### src/rtl/neopixel_strip_ctrl.sv
// WS2812 strip driver: pixel buffer, per-bit HIGH/LOW timing, latch gap,
// coalesced frame requests and optional periodic auto-refresh.
module neopixel_strip_ctrl #(
  parameter int NUM_LEDS       = 8,
  parameter int PX_BITS        = 24,
  parameter int T0H            = 25,
  parameter int T1H            = 50,
  parameter int T_BIT          = 90,
  parameter int T_LATCH        = 5760,
  parameter int REFRESH_CYCLES = 72_000_000,
  localparam int AW = (NUM_LEDS > 1) ? $clog2(NUM_LEDS) : 1
) (
  input  logic               axi_clk,
  input  logic               axi_reset,
  input  logic               i_wr_en,
  input  logic [AW-1:0]      i_wr_addr,
  input  logic [PX_BITS-1:0] i_wr_data,
  input  logic               i_start,
  output logic               o_serial,
  output logic               o_busy,
  output logic               o_frame_done,
  output logic [3:0]         o_debug
);

  localparam int TMAX = (T_LATCH > T_BIT) ? T_LATCH : T_BIT;
  localparam int TW   = $clog2(TMAX + 1);
  localparam int BW   = $clog2(PX_BITS);
  localparam int RW   = (REFRESH_CYCLES > 1) ? $clog2(REFRESH_CYCLES) : 1;

  localparam logic [TW-1:0] T1H_M1   = TW'(T1H - 1);
  localparam logic [TW-1:0] T0H_M1   = TW'(T0H - 1);
  localparam logic [TW-1:0] LOW1_M1  = TW'(T_BIT - T1H - 1);
  localparam logic [TW-1:0] LOW0_M1  = TW'(T_BIT - T0H - 1);
  localparam logic [TW-1:0] LATCH_M1 = TW'(T_LATCH - 1);
  localparam logic [AW-1:0] LAST_IDX = AW'(NUM_LEDS - 1);
  localparam logic [AW:0]   NUM_W    = (AW + 1)'(NUM_LEDS);
  localparam logic [RW-1:0] REF_LAST = RW'(REFRESH_CYCLES - 1);
  localparam logic          REF_EN   = (REFRESH_CYCLES != 0);

  typedef enum logic [2:0] {
    S_IDLE  = 3'd0,
    S_LOAD  = 3'd1,
    S_HIGH  = 3'd2,
    S_LOW   = 3'd3,
    S_LATCH = 3'd4
  } state_t;

  state_t             state_r;
  logic [PX_BITS-1:0] buf_r [2**AW];
  logic [PX_BITS-1:0] shift_r;
  logic [BW-1:0]      bit_cnt_r;
  logic [AW-1:0]      idx_r;
  logic [TW-1:0]      timer_r;
  logic [RW-1:0]      ref_cnt_r;
  logic               pending_r;
  logic               refresh_exp_s;
  logic               last_short_s;

  function automatic logic [TW-1:0] high_m1(input logic msb);
    return msb ? T1H_M1 : T0H_M1;
  endfunction

  // Last bit of a non-final pixel gives one LOW clock to the following LOAD.
  function automatic logic [TW-1:0] low_m1(input logic msb, input logic shorten);
    logic [TW-1:0] base;
    base = msb ? LOW1_M1 : LOW0_M1;
    return shorten ? (base - TW'(1)) : base;
  endfunction

  assign refresh_exp_s = REF_EN && (ref_cnt_r == REF_LAST);
  assign last_short_s  = (bit_cnt_r == BW'(0)) && (idx_r != LAST_IDX);
  assign o_debug       = {pending_r, state_r};

  // Pixel buffer: writable in every state, out-of-range addresses dropped.
  always_ff @(posedge axi_clk or negedge axi_reset) begin
    if (!axi_reset) begin
      for (int i = 0; i < 2**AW; i++) buf_r[i] <= {PX_BITS{1'b0}};
    end else if (i_wr_en && ({1'b0, i_wr_addr} < NUM_W)) begin
      buf_r[i_wr_addr] <= i_wr_data;
    end
  end

  // Frame FSM with registered serial/busy/done outputs.
  always_ff @(posedge axi_clk or negedge axi_reset) begin
    if (!axi_reset) begin
      state_r      <= S_IDLE;
      shift_r      <= {PX_BITS{1'b0}};
      bit_cnt_r    <= BW'(0);
      idx_r        <= AW'(0);
      timer_r      <= TW'(0);
      ref_cnt_r    <= RW'(0);
      pending_r    <= 1'b0;
      o_serial     <= 1'b0;
      o_busy       <= 1'b0;
      o_frame_done <= 1'b0;
    end else begin
      o_frame_done <= 1'b0;
      if (i_start && o_busy) pending_r <= 1'b1;
      case (state_r)
        S_IDLE: begin
          if (i_start || pending_r || refresh_exp_s) begin
            state_r   <= S_LOAD;
            idx_r     <= AW'(0);
            o_busy    <= 1'b1;
            ref_cnt_r <= RW'(0);
            pending_r <= 1'b0;
          end else if (REF_EN) begin
            ref_cnt_r <= ref_cnt_r + RW'(1);
          end
        end
        S_LOAD: begin
          shift_r   <= buf_r[idx_r];
          bit_cnt_r <= BW'(PX_BITS - 1);
          timer_r   <= high_m1(buf_r[idx_r][PX_BITS-1]);
          o_serial  <= 1'b1;
          state_r   <= S_HIGH;
        end
        S_HIGH: begin
          if (timer_r == TW'(0)) begin
            o_serial <= 1'b0;
            timer_r  <= low_m1(shift_r[PX_BITS-1], last_short_s);
            state_r  <= S_LOW;
          end else begin
            timer_r <= timer_r - TW'(1);
          end
        end
        S_LOW: begin
          if (timer_r != TW'(0)) begin
            timer_r <= timer_r - TW'(1);
          end else if (bit_cnt_r != BW'(0)) begin
            shift_r   <= {shift_r[PX_BITS-2:0], 1'b0};
            bit_cnt_r <= bit_cnt_r - BW'(1);
            timer_r   <= high_m1(shift_r[PX_BITS-2]);
            o_serial  <= 1'b1;
            state_r   <= S_HIGH;
          end else if (idx_r != LAST_IDX) begin
            idx_r   <= idx_r + AW'(1);
            state_r <= S_LOAD;
          end else begin
            timer_r <= LATCH_M1;
            state_r <= S_LATCH;
          end
        end
        S_LATCH: begin
          if (timer_r != TW'(0)) begin
            timer_r <= timer_r - TW'(1);
          end else begin
            o_frame_done <= 1'b1;
            ref_cnt_r    <= RW'(0);
            // A request seen during the frame (or right now) chains the next frame.
            if (pending_r || i_start) begin
              state_r   <= S_LOAD;
              idx_r     <= AW'(0);
              pending_r <= 1'b0;
            end else begin
              state_r <= S_IDLE;
              o_busy  <= 1'b0;
            end
          end
        end
        default: begin
          state_r  <= S_IDLE;
          o_serial <= 1'b0;
          o_busy   <= 1'b0;
        end
      endcase
    end
  end

endmodule

### config.mk
export PLATFORM = sky130hd
export DESIGN_NAME = neopixel_strip_ctrl
export DESIGN_NICKNAME = d
export VERILOG_FILES = /design/src/rtl/neopixel_strip_ctrl.sv
export SDC_FILE = /design/constraint.sdc
export NUM_CORES = 1
export LEC_CHECK = 0
export ABC_AREA = 1
export CAP_MARGIN = 5
export CORE_ASPECT_RATIO = 1.2
export CORE_UTILIZATION = 48
export DETAILED_ROUTE_END_ITERATION = 16
export PLACE_DENSITY_LB_ADDON = 0.12
export RECOVER_POWER = 100
export SETUP_SLACK_MARGIN = 0.05
export SKIP_LAST_GASP = 1
export SLEW_MARGIN = 30
export SYNTH_ARGS = -nofsm -noshare
export SYNTH_HDL_FRONTEND = slang
export SYNTH_SLANG_ARGS = --single-unit
### constraint.sdc
create_clock -name axi_clk -period 2.4 [get_ports axi_clk]
set_input_delay 0.48 -clock axi_clk [delete_from_list [all_inputs] [get_ports axi_clk]]
set_output_delay 0.48 -clock axi_clk [all_outputs]
set_load 0.01 [all_outputs]
* Word-level counts from Yosys, hierarchy flattened
Cells that the tools add are included.
Storage, ports and cells: flip-flop bits (word level) 271, output and inout port bits 7
Cells by class: add/sub/neg operators 5, magnitude comparators 3, equality and inequality tests 17, mux-type cells 55, bitwise gates (word level) 4, reductions and logical operators 23
Operators by type and width (count):
- bitwise mux 192 bit | 1
- 2-to-1 mux 24 bit | 5
- 2-to-1 mux 13 bit | 6
- binary-select mux 24 bit (select 3 bit) | 1
- demux 24 bit (select 3 bit) | 1
- 2-to-1 mux 27 bit | 2
- case mux 27 bit (2 select lines) | 1
- case mux 13 bit (4 select lines) | 1
- case mux 24 bit (2 select lines) | 1
- 2-to-1 mux 3 bit | 12
- adder 27 x 1 -> 27 bit (second input constant) | 1
- == test 27 bit (second input constant) | 1
- inequality test 2 bit (second input constant) | 10
- case mux 3 bit (5 select lines) | 1
- logical NOT 13 bit | 1
- 2-to-1 mux 1 bit | 13
- nonzero test 13 bit | 1
- subtractor 13 x 1 -> 13 bit (second input constant) | 1
- 2-to-1 mux 6 bit | 2
- AND reduction 4 bit | 3
- 2-to-1 mux 5 bit | 2
- case mux 5 bit (2 select lines) | 1
- case mux 3 bit (3 select lines) | 1
- greater-or-equal comparator 4 bit (second input constant) | 2
- other kinds (28) | 36

* Logic depth before layout (Yosys ltp)
word-level depth 6, gate-level depth with buffers 13, mapped depth without buffers 13

* Worst setup path after synthesis
OpenSTA, ideal clock, no wires.
kind register -> register, from register timer_r[0], to register bit_cnt_r[4], library setup time 121 ps, arrival time 1690 ps, required time 2279 ps, path slack 589 ps, stages on the path, launching flop included 13, cell sequence dfrtp_1 inv_1 ha_1 nand2_4 nor2_4 nand2_4 nand2_8 nand2_4 inv_2 buf_6 nand3_1 a21oi_1 nand2_1
Between the ends: longest elaborated chain between the ends 3
RTL lines:
- start: declaration | line 53 | logic [TW-1:0] timer_r;
- start signal: assignment | line 114 | timer_r <= high_m1(buf_r[idx_r][PX_BITS-1]);
- start signal: assignment | line 121 | timer_r <= low_m1(shift_r[PX_BITS-1], last_short_s);
- start signal: assignment | line 124 | timer_r <= timer_r - TW'(1);
- nonzero test 13 bit | line 128 | if (timer_r != TW'(0)) begin
- inequality test 2 bit (no line)
- AND reduction 3 bit (no line)
- end signal: assignment | line 113 | bit_cnt_r <= BW'(PX_BITS - 1);
- end signal: assignment | line 132 | bit_cnt_r <= bit_cnt_r - BW'(1);
- end: declaration | line 51 | logic [BW-1:0] bit_cnt_r;
No other way between the ends. A chain may end at the register's enable or synchronous reset.

* Final worst setup path
from register timer_r[0], to register ref_cnt_r[10]
Between the ends: longest elaborated chain between the ends 3
RTL lines:
- nonzero test 13 bit | line 145 | if (timer_r != TW'(0)) begin
- inequality test 2 bit (no line)
- AND reduction 2 bit (no line)
- end signal: assignment | line 108 | ref_cnt_r <= ref_cnt_r + RW'(1);
- end: declaration | line 54 | logic [RW-1:0] ref_cnt_r;
No other way between the ends.

==> qor.yml <==
drt:
  wirelength_um: 33200
  firstDrtPassIters: 7
  routedWlPerCell_um: 16.4
  drc: 0
  num_vias: 11128
  drt_iter0_drc: 697
  drt-vias-per-instance: 5.49
  drtAntennaViolNets: 0
grt:
  grt_pass1_wl_um: 56100
  grt_pass1_vias: 10974
  gr-usage-all-layers_pct: 24.8
  grt_antenna_before_repair: 0
  grt_overflow_total: 0
  grt_max_degree: 69
final_layout:
  multiInputGateArea_um2: 5560
  nets: 1713
  final_cell_mix: "nand2_1 (421), o21ai_0 (292), dfrtp_1 (270), nor2_1 (215), inv_1 (97)"
  area_delta_synth_final_pct: 13.0
  seq_area_um2: 6780
  n_antenna_cell: 0
  fill_cells: 2543
  post_route_cells_drive_above_1_share_pct: 6.91
  final_common_cell: "nand2_1"
sta:
  slew_violations: 57
  hold_viol: 0
  fin_setup_tns_ns: 0
  clock_skew_ns: 0.0197
  fin_crit_sh_pct: 91.3
  slew_headroom_pct: -5.31
  min_period_ns: 2.19
  tightest_slew_ns: 1.58
  max_freq_ghz: 0.456
  fin_hold_ws_ns: 0.470
  rsz0062_at_grt: "false"
  setup_viol: 0
floorplanning:
  coreArea_um2: 26600
  fp-row-count: 65
  io_pins: 38
  fp.dieW_um: 153
  start_util_pct: 49.3
  die_area_um2: 28000
  die_y_um: 183
clock_network:
  post_cts_buffers: 0
  insertion_delay_ns: 0.55
  root_buffer: "clkbuf_16"
  path_clk_slew_ns: 0.06
  cts_sinks: 271
  cts_max_level: 1
  cts_tree: "yes"
  ctsResizeCount: 0
  cts_buffers: 29
  cts.path.max_buffers: 3
power_and_ir_drop:
  power_density_nw_per_um2: 1170
  ir_drop_uv: 674
  p_leak_uw: 0.00708
status:
  violations: "capacitance limit, slew limit"
  status: "complete, but fails checks"
worst_setup_path:
  path_cells: "inv_1 > ha_1 > nand2_4 > nor2_4 > nand2_4 > nand2_4 > nand2_1 > nor2_1 > nand3_1 > nand2_1 > a21oi_1"
  crit_buf_inv: 1
  path_common_cell: "nand2_4"
  reg2reg_to: "ref_cnt_r[10]"
  crit_path_max_incr_delay_ns: 0.41
  path_delay_family: "simple AND/OR/NAND/NOR gates"
  critPathArrivalTime_ns: 2.63
  crit_slowest_cell: "dfrtp_1"
  reg2reg_depth: 11
  start_kind: "flop"
  worst_ep_required_time_ns: 2.84
  ff2ff_setup_slack_ns: 0.21
  crit_type: "reg -> reg"
  r2r-start: "timer_r[0]"
  critPathMaxFanout: 10
  cp-end-kind: "flop"
yosys:
  synth_cell_type_count: 42
  syn_inst: 1664
  syn-mean-instance-area_um2: 7.88
  synthArstFlopShare_pct: 100
  synth_area_um2: 13100
  dominantRegCellSynth: "dfrtp_1"
  ys_ff_latch: 271
  yosysSeqAreaShare_pct: 51.7
  synth_edf_count: 0
  yosys_warnings: 0
  synth_nets: 1704
place:
  gp_congestion: 0.885
  place_hpwl_um: 19700
  numPortBuffers: 37
job:
  cap_violations: 1
hold_path:
  hp-class: "reg -> reg"
  hold_end: "bit_cnt_r[3]"
  hp-start: "bit_cnt_r[3]"
  worstHoldPathCells: 1
## per-layer routing
metal | global-route usage, % | wire [um] | up-vias
met1 | 33.0 | 15000 | 5361
li1 | - | - | 5486
met5 | 0 | 0 | -
met4 | 5.86 | 557 | 0
met3 | 2.72 | 1450 | 47
met2 | 43.5 | 16200 | 234
## state kept, by name, indices dropped and copies added (netlist names)
register	cells
idx_r	3
shift_r	24
ref_cnt_r	27
timer_r	13
buf_r	192
bit_cnt_r	5
state_r	3
o_serial	1
pending_r	1
o_frame_done	1
o_busy	1
## how the worst max path moves through the flow
stage / start / to / slack (ns) / depth (start not counted)
3_3_place_gp: i_start / ref_cnt_r[7] / 0.36 / 6
6_report: timer_r[0] / ref_cnt_r[10] / 0.21 / 11
2_1_floorplan: timer_r[0] / bit_cnt_r[4] / 0.59 / 12
4_1_cts: timer_r[0] / timer_r[6] / 0.25 / 11
3_5_place_dp: timer_r[0] / timer_r[7] / 0.28 / 13
5_1_grt: i_wr_addr[2] / buf_r[4] / 0.03 / 6
## through the flow
stage / std cells / util (%) / power (uW) / area, um^2 / worst slack [ns]
final: 2028 / 55.8 / 17300 / 14800 / 0.208
after global routing: 2028 / 55.8 / 18600 / 14800 / 0.0334
after CTS: 2028 / 56.2 / 17500 / 15000 / 0.246
after detailed placement: 1976 / 52.3 / 12700 / 13900 / 0.279
after global placement: 1976 / 52.3 / 12600 / 13900 / 0.355
after floorplan: 1664 / - / 10900 / 13100 / 0.589
## worst register-to-register path, delay by kind of cell (launching register included)
kind                     cells  cell delay [ns]
adder cells (fa/ha/maj)      1             0.27
AND/OR/NAND/NOR              8             1.23
flip-flops                   1             0.41
AO/OA/AOI/OAI                1             0.05
buffers and inverters        1             0.14
## Yosys cell counts, types with 6 or more instances
cell type    n  area, um^2
nand2_1    426        1600
o21ai_0    291        1460
dfrtp_1    271        6780
nor2_1     215         807
inv_1       97         364
a21oi_1     78         390
clkbuf_1    63         236
o22ai_1     47         294
nand3_1     46         230
buf_2       17        85.1
xor2_1      15         131
nand4_1     12        75.1
nor3_1      10        50.1
ha_1         9         113
buf_1        6        22.5
inv_2        6        22.5
## what timing repair did
action / 4_1_cts / 5_1_grt
hold buffers: 1 / 0
setup endpoints to repair: 0 / 0
endpoints found under the hold margin: 51 / 0
## final cells by class
cell class	count	area share [%]
repair buffers	69	4.39
inverters	104	2.65
well taps	335	2.83
clock buffers	41	5.87
multi-input cells	1198	37.5
clock inverters	10	1.05
flip-flops and latches	271	45.7
## power by group
group	switching (uW)	internal (uW)
Combinational	3950	2100
Clock	1820	2930
Sequential	775	5730
## logic make-up after synthesis
family	Yosys count	synth area share, %
simple gates	734	22.7
xor+xnor	18	1.20
flops	271	51.7
fa+ha+maj	9	0.858
compound gates	437	17.5
buf+inv	195	6.02
Note: power is estimated with default switching activity, not from simulation.
